==> src/rtl/usb_tx_arbiter.sv <==
// Round-robin arbiter sharing the USB FIFO-master write channel between NUM_CH packet sources.
// Optional macro USB_TX_HEADER_EN prepends a {A5C3, grant, seq} header word to each burst.
module usb_tx_arbiter #(
  parameter int unsigned NUM_CH      = 4,
  parameter int unsigned PACKET_SIZE = 1024,
  parameter int unsigned TXE_STABLE  = 3,
  parameter int unsigned GAP_CYCLES  = 4
) (
  input  logic                      clk_in,
  input  logic                      rst_in,
  input  logic [NUM_CH-1:0]         ch_ready_in,
  output logic [NUM_CH-1:0]         ch_rd_en_out,
  input  logic [32*NUM_CH-1:0]      ch_data_in,
  input  logic [NUM_CH-1:0]         ch_valid_in,
  input  logic                      txe_n_in,
  output logic [31:0]               data_out,
  output logic [3:0]                be_out,
  output logic                      wr_n_out,
  output logic [$clog2(NUM_CH)-1:0] grant_out,
  output logic                      busy_out
);

  localparam int unsigned GW = $clog2(NUM_CH);
  localparam int unsigned WW = $clog2(PACKET_SIZE + 1);
  localparam int unsigned SW = $clog2(TXE_STABLE + 1);
  localparam int unsigned PW = $clog2(GAP_CYCLES + 1);

  typedef enum logic [2:0] {StIdle, StWaitTxe, StHeader, StBurst, StGap} state_e;

  state_e          state_q;
  logic [GW-1:0]   ptr_q;
  logic [SW-1:0]   txe_cnt_q;
  logic [WW-1:0]   word_cnt_q;
  logic [PW-1:0]   gap_cnt_q;
  logic [GW-1:0]   pick;
  logic [GW-1:0]   cand;
  logic            pick_valid;
  logic [31:0]     ch_word [NUM_CH];
`ifdef USB_TX_HEADER_EN
  logic [7:0]      seq_q [NUM_CH];
`endif

  assign be_out = 4'hf;

  for (genvar i = 0; i < NUM_CH; i++) begin : g_word
    assign ch_word[i] = ch_data_in[32*i +: 32];
  end

  // First ready source at or after the pointer, cyclically; lowest offset wins.
  always_comb begin
    pick       = '0;
    cand       = '0;
    pick_valid = 1'b0;
    for (int k = NUM_CH - 1; k >= 0; k--) begin
      cand = GW'((32'(ptr_q) + 32'(k)) % NUM_CH);
      if (ch_ready_in[cand]) begin
        pick       = cand;
        pick_valid = 1'b1;
      end
    end
  end

  always_ff @(posedge clk_in) begin
    if (rst_in) begin
      state_q      <= StIdle;
      ptr_q        <= '0;
      txe_cnt_q    <= '0;
      word_cnt_q   <= '0;
      gap_cnt_q    <= '0;
      grant_out    <= '0;
      ch_rd_en_out <= '0;
      data_out     <= '0;
      wr_n_out     <= 1'b1;
      busy_out     <= 1'b0;
`ifdef USB_TX_HEADER_EN
      for (int i = 0; i < NUM_CH; i++) seq_q[i] <= 8'd0;
`endif
    end else begin
      data_out <= ch_word[grant_out];
      wr_n_out <= !(ch_valid_in[grant_out] && (state_q == StBurst || state_q == StGap));
      unique case (state_q)
        StIdle: begin
          if (pick_valid) begin
            grant_out <= pick;
            txe_cnt_q <= '0;
            busy_out  <= 1'b1;
            state_q   <= StWaitTxe;
          end
        end
        StWaitTxe: begin
          if (txe_n_in) begin
            txe_cnt_q <= '0;
          end else if (txe_cnt_q == SW'(TXE_STABLE - 1)) begin
            txe_cnt_q  <= '0;
            word_cnt_q <= '0;
`ifdef USB_TX_HEADER_EN
            data_out   <= {16'hA5C3, 5'b0, 3'(grant_out), seq_q[grant_out]};
            wr_n_out   <= 1'b0;
            state_q    <= StHeader;
`else
            ch_rd_en_out <= NUM_CH'(1) << grant_out;
            state_q      <= StBurst;
`endif
          end else begin
            txe_cnt_q <= txe_cnt_q + 1'b1;
          end
        end
        StHeader: begin
          ch_rd_en_out <= NUM_CH'(1) << grant_out;
          state_q      <= StBurst;
        end
        StBurst: begin
          // txe_n is deliberately ignored: one burst fits the chip packet buffer.
          if (word_cnt_q == WW'(PACKET_SIZE - 1)) begin
            ch_rd_en_out <= '0;
            gap_cnt_q    <= '0;
            state_q      <= StGap;
`ifdef USB_TX_HEADER_EN
            seq_q[grant_out] <= seq_q[grant_out] + 8'd1;
`endif
          end else begin
            word_cnt_q <= word_cnt_q + 1'b1;
          end
        end
        StGap: begin
          if (gap_cnt_q == PW'(GAP_CYCLES - 1)) begin
            ptr_q    <= (grant_out == GW'(NUM_CH - 1)) ? '0 : grant_out + 1'b1;
            busy_out <= 1'b0;
            state_q  <= StIdle;
          end else begin
            gap_cnt_q <= gap_cnt_q + 1'b1;
          end
        end
        default: state_q <= StIdle;
      endcase
    end
  end

endmodule

==> config.mk <==
export PLATFORM = sky130hd
export DESIGN_NAME = usb_tx_arbiter
export DESIGN_NICKNAME = d
export VERILOG_FILES = /design/src/rtl/usb_tx_arbiter.sv
export SDC_FILE = /design/constraint.sdc
export NUM_CORES = 1
export LEC_CHECK = 0
export ABC_AREA = 1
export BUFFER_PORTS_ARGS = -buffer_cell sky130_fd_sc_hd__buf_2
export CELL_PAD_IN_SITES_DETAIL_PLACEMENT = 1
export CELL_PAD_IN_SITES_GLOBAL_PLACEMENT = 1
export CORE_ASPECT_RATIO = 0.7
export CORE_MARGIN = 1.5
export CORE_UTILIZATION = 32
export DETAILED_ROUTE_END_ITERATION = 6
export PLACE_DENSITY = 0.95
export SLEW_MARGIN = 0
export SYNTH_ARGS = -nofsm -noshare
export SYNTH_HDL_FRONTEND = slang
export SYNTH_SLANG_ARGS = --single-unit
==> constraint.sdc <==
create_clock -name clk_in -period 3.5 [get_ports clk_in]
set_input_delay 0.525 -clock clk_in [delete_from_list [all_inputs] [get_ports clk_in]]
set_output_delay 0.525 -clock clk_in [all_outputs]
set_load 0.01 [all_outputs]
[After elaboration in Yosys (flattened, before gate mapping)]
Cells that the tools add are included.
Storage, ports and cells
  register bits: 61
  bits of input ports: 139
  output and inout bits: 44
  word-level logic and storage cells: 103
Cells by class
  add/sub/neg operators: 7
  order comparisons: 6
  equal/unequal tests: 15
  shifts and indexed selects: 1
  multiplexer cells: 46
  bitwise gates (word level): 1
  reductions and logical operators: 17
Operators by type and width (count)
  binary-select mux 32 bit (select 2 bit): 1
  two-way mux 32 bit: 2
  two-way mux 11 bit: 3
  one-hot mux 11 bit (2 select lines): 1
  two-way mux 3 bit: 7
  two-way mux 2 bit: 8
  < comparator 2 x 3 -> 1 bit, second input constant: 5
  one-hot mux 3 bit (5 select lines): 1
  two-way mux 4 bit: 3
  one-hot mux 4 bit (3 select lines): 1
  adder 11 x 1 -> 11 bit, second input constant: 1
  equality test 11 x 10 -> 1 bit, second input constant: 1
  two-way mux 1 bit: 11
  binary-select mux 1 bit (select 2 bit): 5
  inequality test 2 bit, second input constant: 5
  equality test 3 x 2 -> 1 bit, second input constant: 3
  AND reduction 4 bit: 2
  nonzero test 2 bit: 4
  adder 2 x 1 -> 2 bit, second input constant: 3
  one-hot mux 3 bit (2 select lines): 1
  AND reduction 2 bit: 3
  AND reduction 3 bit: 2
  AND reduction 5 bit: 1
  adder 2 bit, second input constant: 2
  other kinds (15): 17

[Logic depth before layout (Yosys ltp)]
  depth in word-level cells: 9
  gate-level depth with buffers: 11
  gate-level depth less buffers: 11

[Worst setup path after synthesis]
No wires, ideal clock.
  kind: flip-flop to flip-flop
  start: reg word_cnt_q[0]
  end: reg gap_cnt_q[0]
  setup time: 0.113 ns
  data arrival time: 1.448 ns
  data required time: 3.387 ns
  path slack: 1.940 ns
  cell stages (with the launch flop): 11
  buffers on the path: 0
  period minus slack after synthesis: 1.560 ns
  path through: dfxtp_1 ha_1 inv_1 nor2_4 nand3_2 nand2_4 inv_1 a21oi_4 nand2_1 nand2_1 nor2_1
On the way
  word-level cells in the longest chain between the ends: 3
RTL lines
  from (decl): RTL line 33  | logic [WW-1:0] word_cnt_q;
  from (signal assigned): RTL line 122  | word_cnt_q <= word_cnt_q + 1'b1;
  equality test 11 x 10 -> 1 bit: RTL line 114  | if (word_cnt_q == WW'(PACKET_SIZE - 1)) begin
  inequality test 2 x 1 -> 1 bit (no line)
  AND reduction 3 bit (no line)
  to (signal assigned): RTL line 131  | gap_cnt_q <= gap_cnt_q + 1'b1;
  to (decl): RTL line 34  | logic [PW-1:0] gap_cnt_q;
No other way between the ends.
A chain may end at the register's enable or synchronous reset.

[Final worst setup path]
  start: reg grant_out[0]
  end: out grant_out[0]
RTL lines
  from (decl): RTL line 19  | output logic [$clog2(NUM_CH)-1:0] grant_out,
  from (signal assigned): RTL line 84  | grant_out <= pick;
No word-level cell between the ends.

==> metrics.md <==
| Metric | Value |
|---|---|
| Top cell type's share of synthesized area | `0.345` |
| GRT overflow | `0` |
| Number of synthesized flops with an enable pin | `0` |
| Nets | `864` |
| Crit Path Category | `flip-flop to output port` |
| DIE HEIGHT | `91.0 µm` |
| Endpoints failing setup | `0` |
| Fillers | `1480` |
| CTS root buf | `clkbuf_16` |
| Syn Std Cell Area | `0.00354 mm²` |
| Fmax achieved | `between 0.4 and 0.5 GHz` |
| RSZ-0062 raised after global routing | `no` |
| Setup crit start kind | `flip-flop` |
| Die X | `129 µm` |
| CTS clk-pin slew, worst paths | `~0.060 ns` |
| Least-Margin Pin Slew | `0.947 ns` |
| Post-synth ARST share | `0` |
| Post-synth cell types | `37` |
| Critical path arrival | `1.48 ns` |
| Clock buffer depth | `2` |
| Die ar. | `0.0117 mm²` |
| Top_reg_cell synth | `dfxtp_1` |
| Synth top area cells | `dfxtp_1 35%, nor2_1 17%, o21ai_0 11%` |
| Io pins | `183` |
| Area leader, netlist | `dfxtp_1` |
| I/O Buffers | `178` |
| Worst-path maximum fanout | `71` |
| Hpwl dp | `9780 µm` |
| CTS tree | `built` |
| P per Cell Area | `663 mW/mm²` |
| Peak supply drop | `0.317 mV` |
| WL final | `13000 µm` |
| Number of global-route vias before repair | `4478` |
| N_diodes | `0` |
| Max Cap Viol | `0` |
| CP cell instances | `buf_4 -> buf_2` |
| Core ar. | `roughly 0.011 mm²` |
| Row cnt | `31` |
| RD Place Congestion | `0.819` |
| WP data required | `~3 ns` |
| Largest net degree at the start of global routing | `72` |
| CTS Hold Bufs | `0` |
| Reg2Reg Setup Slack | `about 1.6 ns` |
| Gr usage total | `0.220` |
| Post-route cell area | `0.00481 mm²` |
| Clock Skew | `0.00587 ns` |
| First-pass GRT wire length | `20600 µm` |
| DP Area | `0.00449 mm²` |
| Slew Viols, Final | `0` |
| Final period util | `0.572` |
| Initial Utilization | `0.335` |
| Ys Warns | `0` |
| Met2 usage | `0.403` |
| DRC Markers | `0` |
| Post-layout min period | `2.00 ns` |
| Status | `finished clean` |
| Vias | `4237` |
| Post-route ant nets | `0` |
| Slowest cell on crit path | `buf_4` |
| Initial DRT Pass Iterations | `4` |
| Grt met1 use | `0.247` |
| Syn Inst Count | `556` |
| P&R area growth vs syn | `35.9%` |
| Met3 Resource Use GR | `0.0613` |
| Relative slew margins | `0.368` |
| Syn_area_per_cell | `6.36 µm²` |
| Initial antenna violation count | `0` |
| Hold WC Path Type | `flip-flop to flip-flop` |
| Grt peak-use layer | `met2` |
| Seq cells post-synth | `61` |
| Setup bufs post-CTS | `0` |
| TNS Setup | `0 ns` |
| Clock Sinks | `between 60 and 70` |
| CTS buffer count | `9` |
| PostCTS Resize Cnt | `0` |
| Worst Setup End Kind | `output port` |
| Final Hold Vio Count | `0` |
| Register area share after synthesis | `0.345` |
| Slowest stage delay, CP | `between 0.5 and 0.6 ns` |
| Post-detailed-route via-to-cell ratio | `about 4.9` |
| Leakage | `0.00230 µW` |
| # H-tree levels | `3` |
| Layout cells sized above 1 | `0.313` |
| Final core occ | `0.456` |
| Routed wire per std cell | `between 10 and 15 µm` |
| Skew-Pair Late Insertion Delay | `0.33 ns` |
| DR iter-0 viols | `120` |
==> critical path, delay by kind of cell, from the launching register on <==
kind                   cells  cell delay [ns]
flip-flops                 1             0.33
buffers and inverters      2             0.80
==> worst paths after layout <==
path / start / end / cells after the start
max: grant_out[0] / grant_out[0] / 2
min: ch_rd_en_out[3] / ch_rd_en_out[3] / 2
max reg2reg: word_cnt_q[0] / word_cnt_q[10] / 11
min reg2reg: ch_rd_en_out[3] / ch_rd_en_out[3] / 2
==> cell usage after synthesis, types with 2 or more instances <==
library cell / instances
buf_2: 7
nor2_1: 157
or2_2: 2
nand3_1: 20
a21oi_2: 8
a21oi_1: 47
nand4_1: 5
ha_1: 7
clkbuf_1: 21
nand2_4: 3
nand2_1: 79
clkinv_1: 2
nand2_2: 6
xor2_1: 2
nor3_1: 2
inv_1: 27
dfxtp_1: 61
inv_2: 3
buf_4: 4
o21ai_0: 76
==> flip-flops by register name, summed over array words and instances, names as in the netlist <==
| signal | flops |
|---|---|
| grant_out | 2 |
| data_out | 32 |
| state_q | 3 |
| gap_cnt_q | 3 |
| ptr_q | 2 |
| busy_out | 1 |
| ch_rd_en_out | 4 |
| wr_n_out | 1 |
| txe_cnt_q | 2 |
| word_cnt_q | 11 |
==> metrics by stage <==
step / worst slack, ns / std cells / total power, µW / hold slack [ns]
6_report: 1.50 / 870 / 3190 / 0.468
5_1_grt: 1.38 / 870 / 3430 / 0.492
4_1_cts: 1.45 / 870 / 3230 / 0.471
3_5_place_dp: 1.60 / 855 / 2270 / 0.461
3_3_place_gp: 1.72 / 855 / 2180 / 0.449
2_1_floorplan: 1.94 / 559 / 1860 / 0.449
==> report_power, final <==
group          leakage (µW)  switching (µW)  internal, µW  total [µW]
logic               0.00164             873           441        1310
registers          0.000503            74.4           854         928
clock network      0.000158             313           634         947
==> routing by layer <==
metal | part of all wire | routed length [µm]
met2 | 0.51 | 6610
met4 | 0.012 | 160
met3 | 0.053 | 690
met1 | 0.43 | 5540
met5 | 0 | 0
==> area by class of cell <==
cell class                 instances  area (µm²)  share of cell area
clock buffer                      10         239              0.0497
clock inverter                     5        75.1              0.0156
inverter                          32         120              0.0250
multi-input combinational        432        2050               0.425
sequential                        61        1220               0.254
tap                              148         185              0.0385
timing repair buffer             182         921               0.192
==> layout by cell type, fill, tap and decap left out, drive strengths merged, types with 2 or more instances in the layout <==
cell,n
buf,182
clkinv,5
or2,2
inv,30
a21oi,56
xor2,2
o21ai,77
clkbuf,10
nor3,2
nand2,88
nand4,5
nor2,159
bufinv,2
ha,7
conb,4
dfxtp,61
nand3,22
==> kinds of logic after synthesis <==
kind of cell | share of synthesized area
AND/OR/NAND/NOR | 0.329
adder cells (fa/ha/maj) | 0.0248
flip-flops | 0.345
AO/OA/AOI/OAI | 0.213
XOR/XNOR | 0.00743
other | 0.00106
buffers and inverters | 0.0799
(Power assumes the default switching activity.)
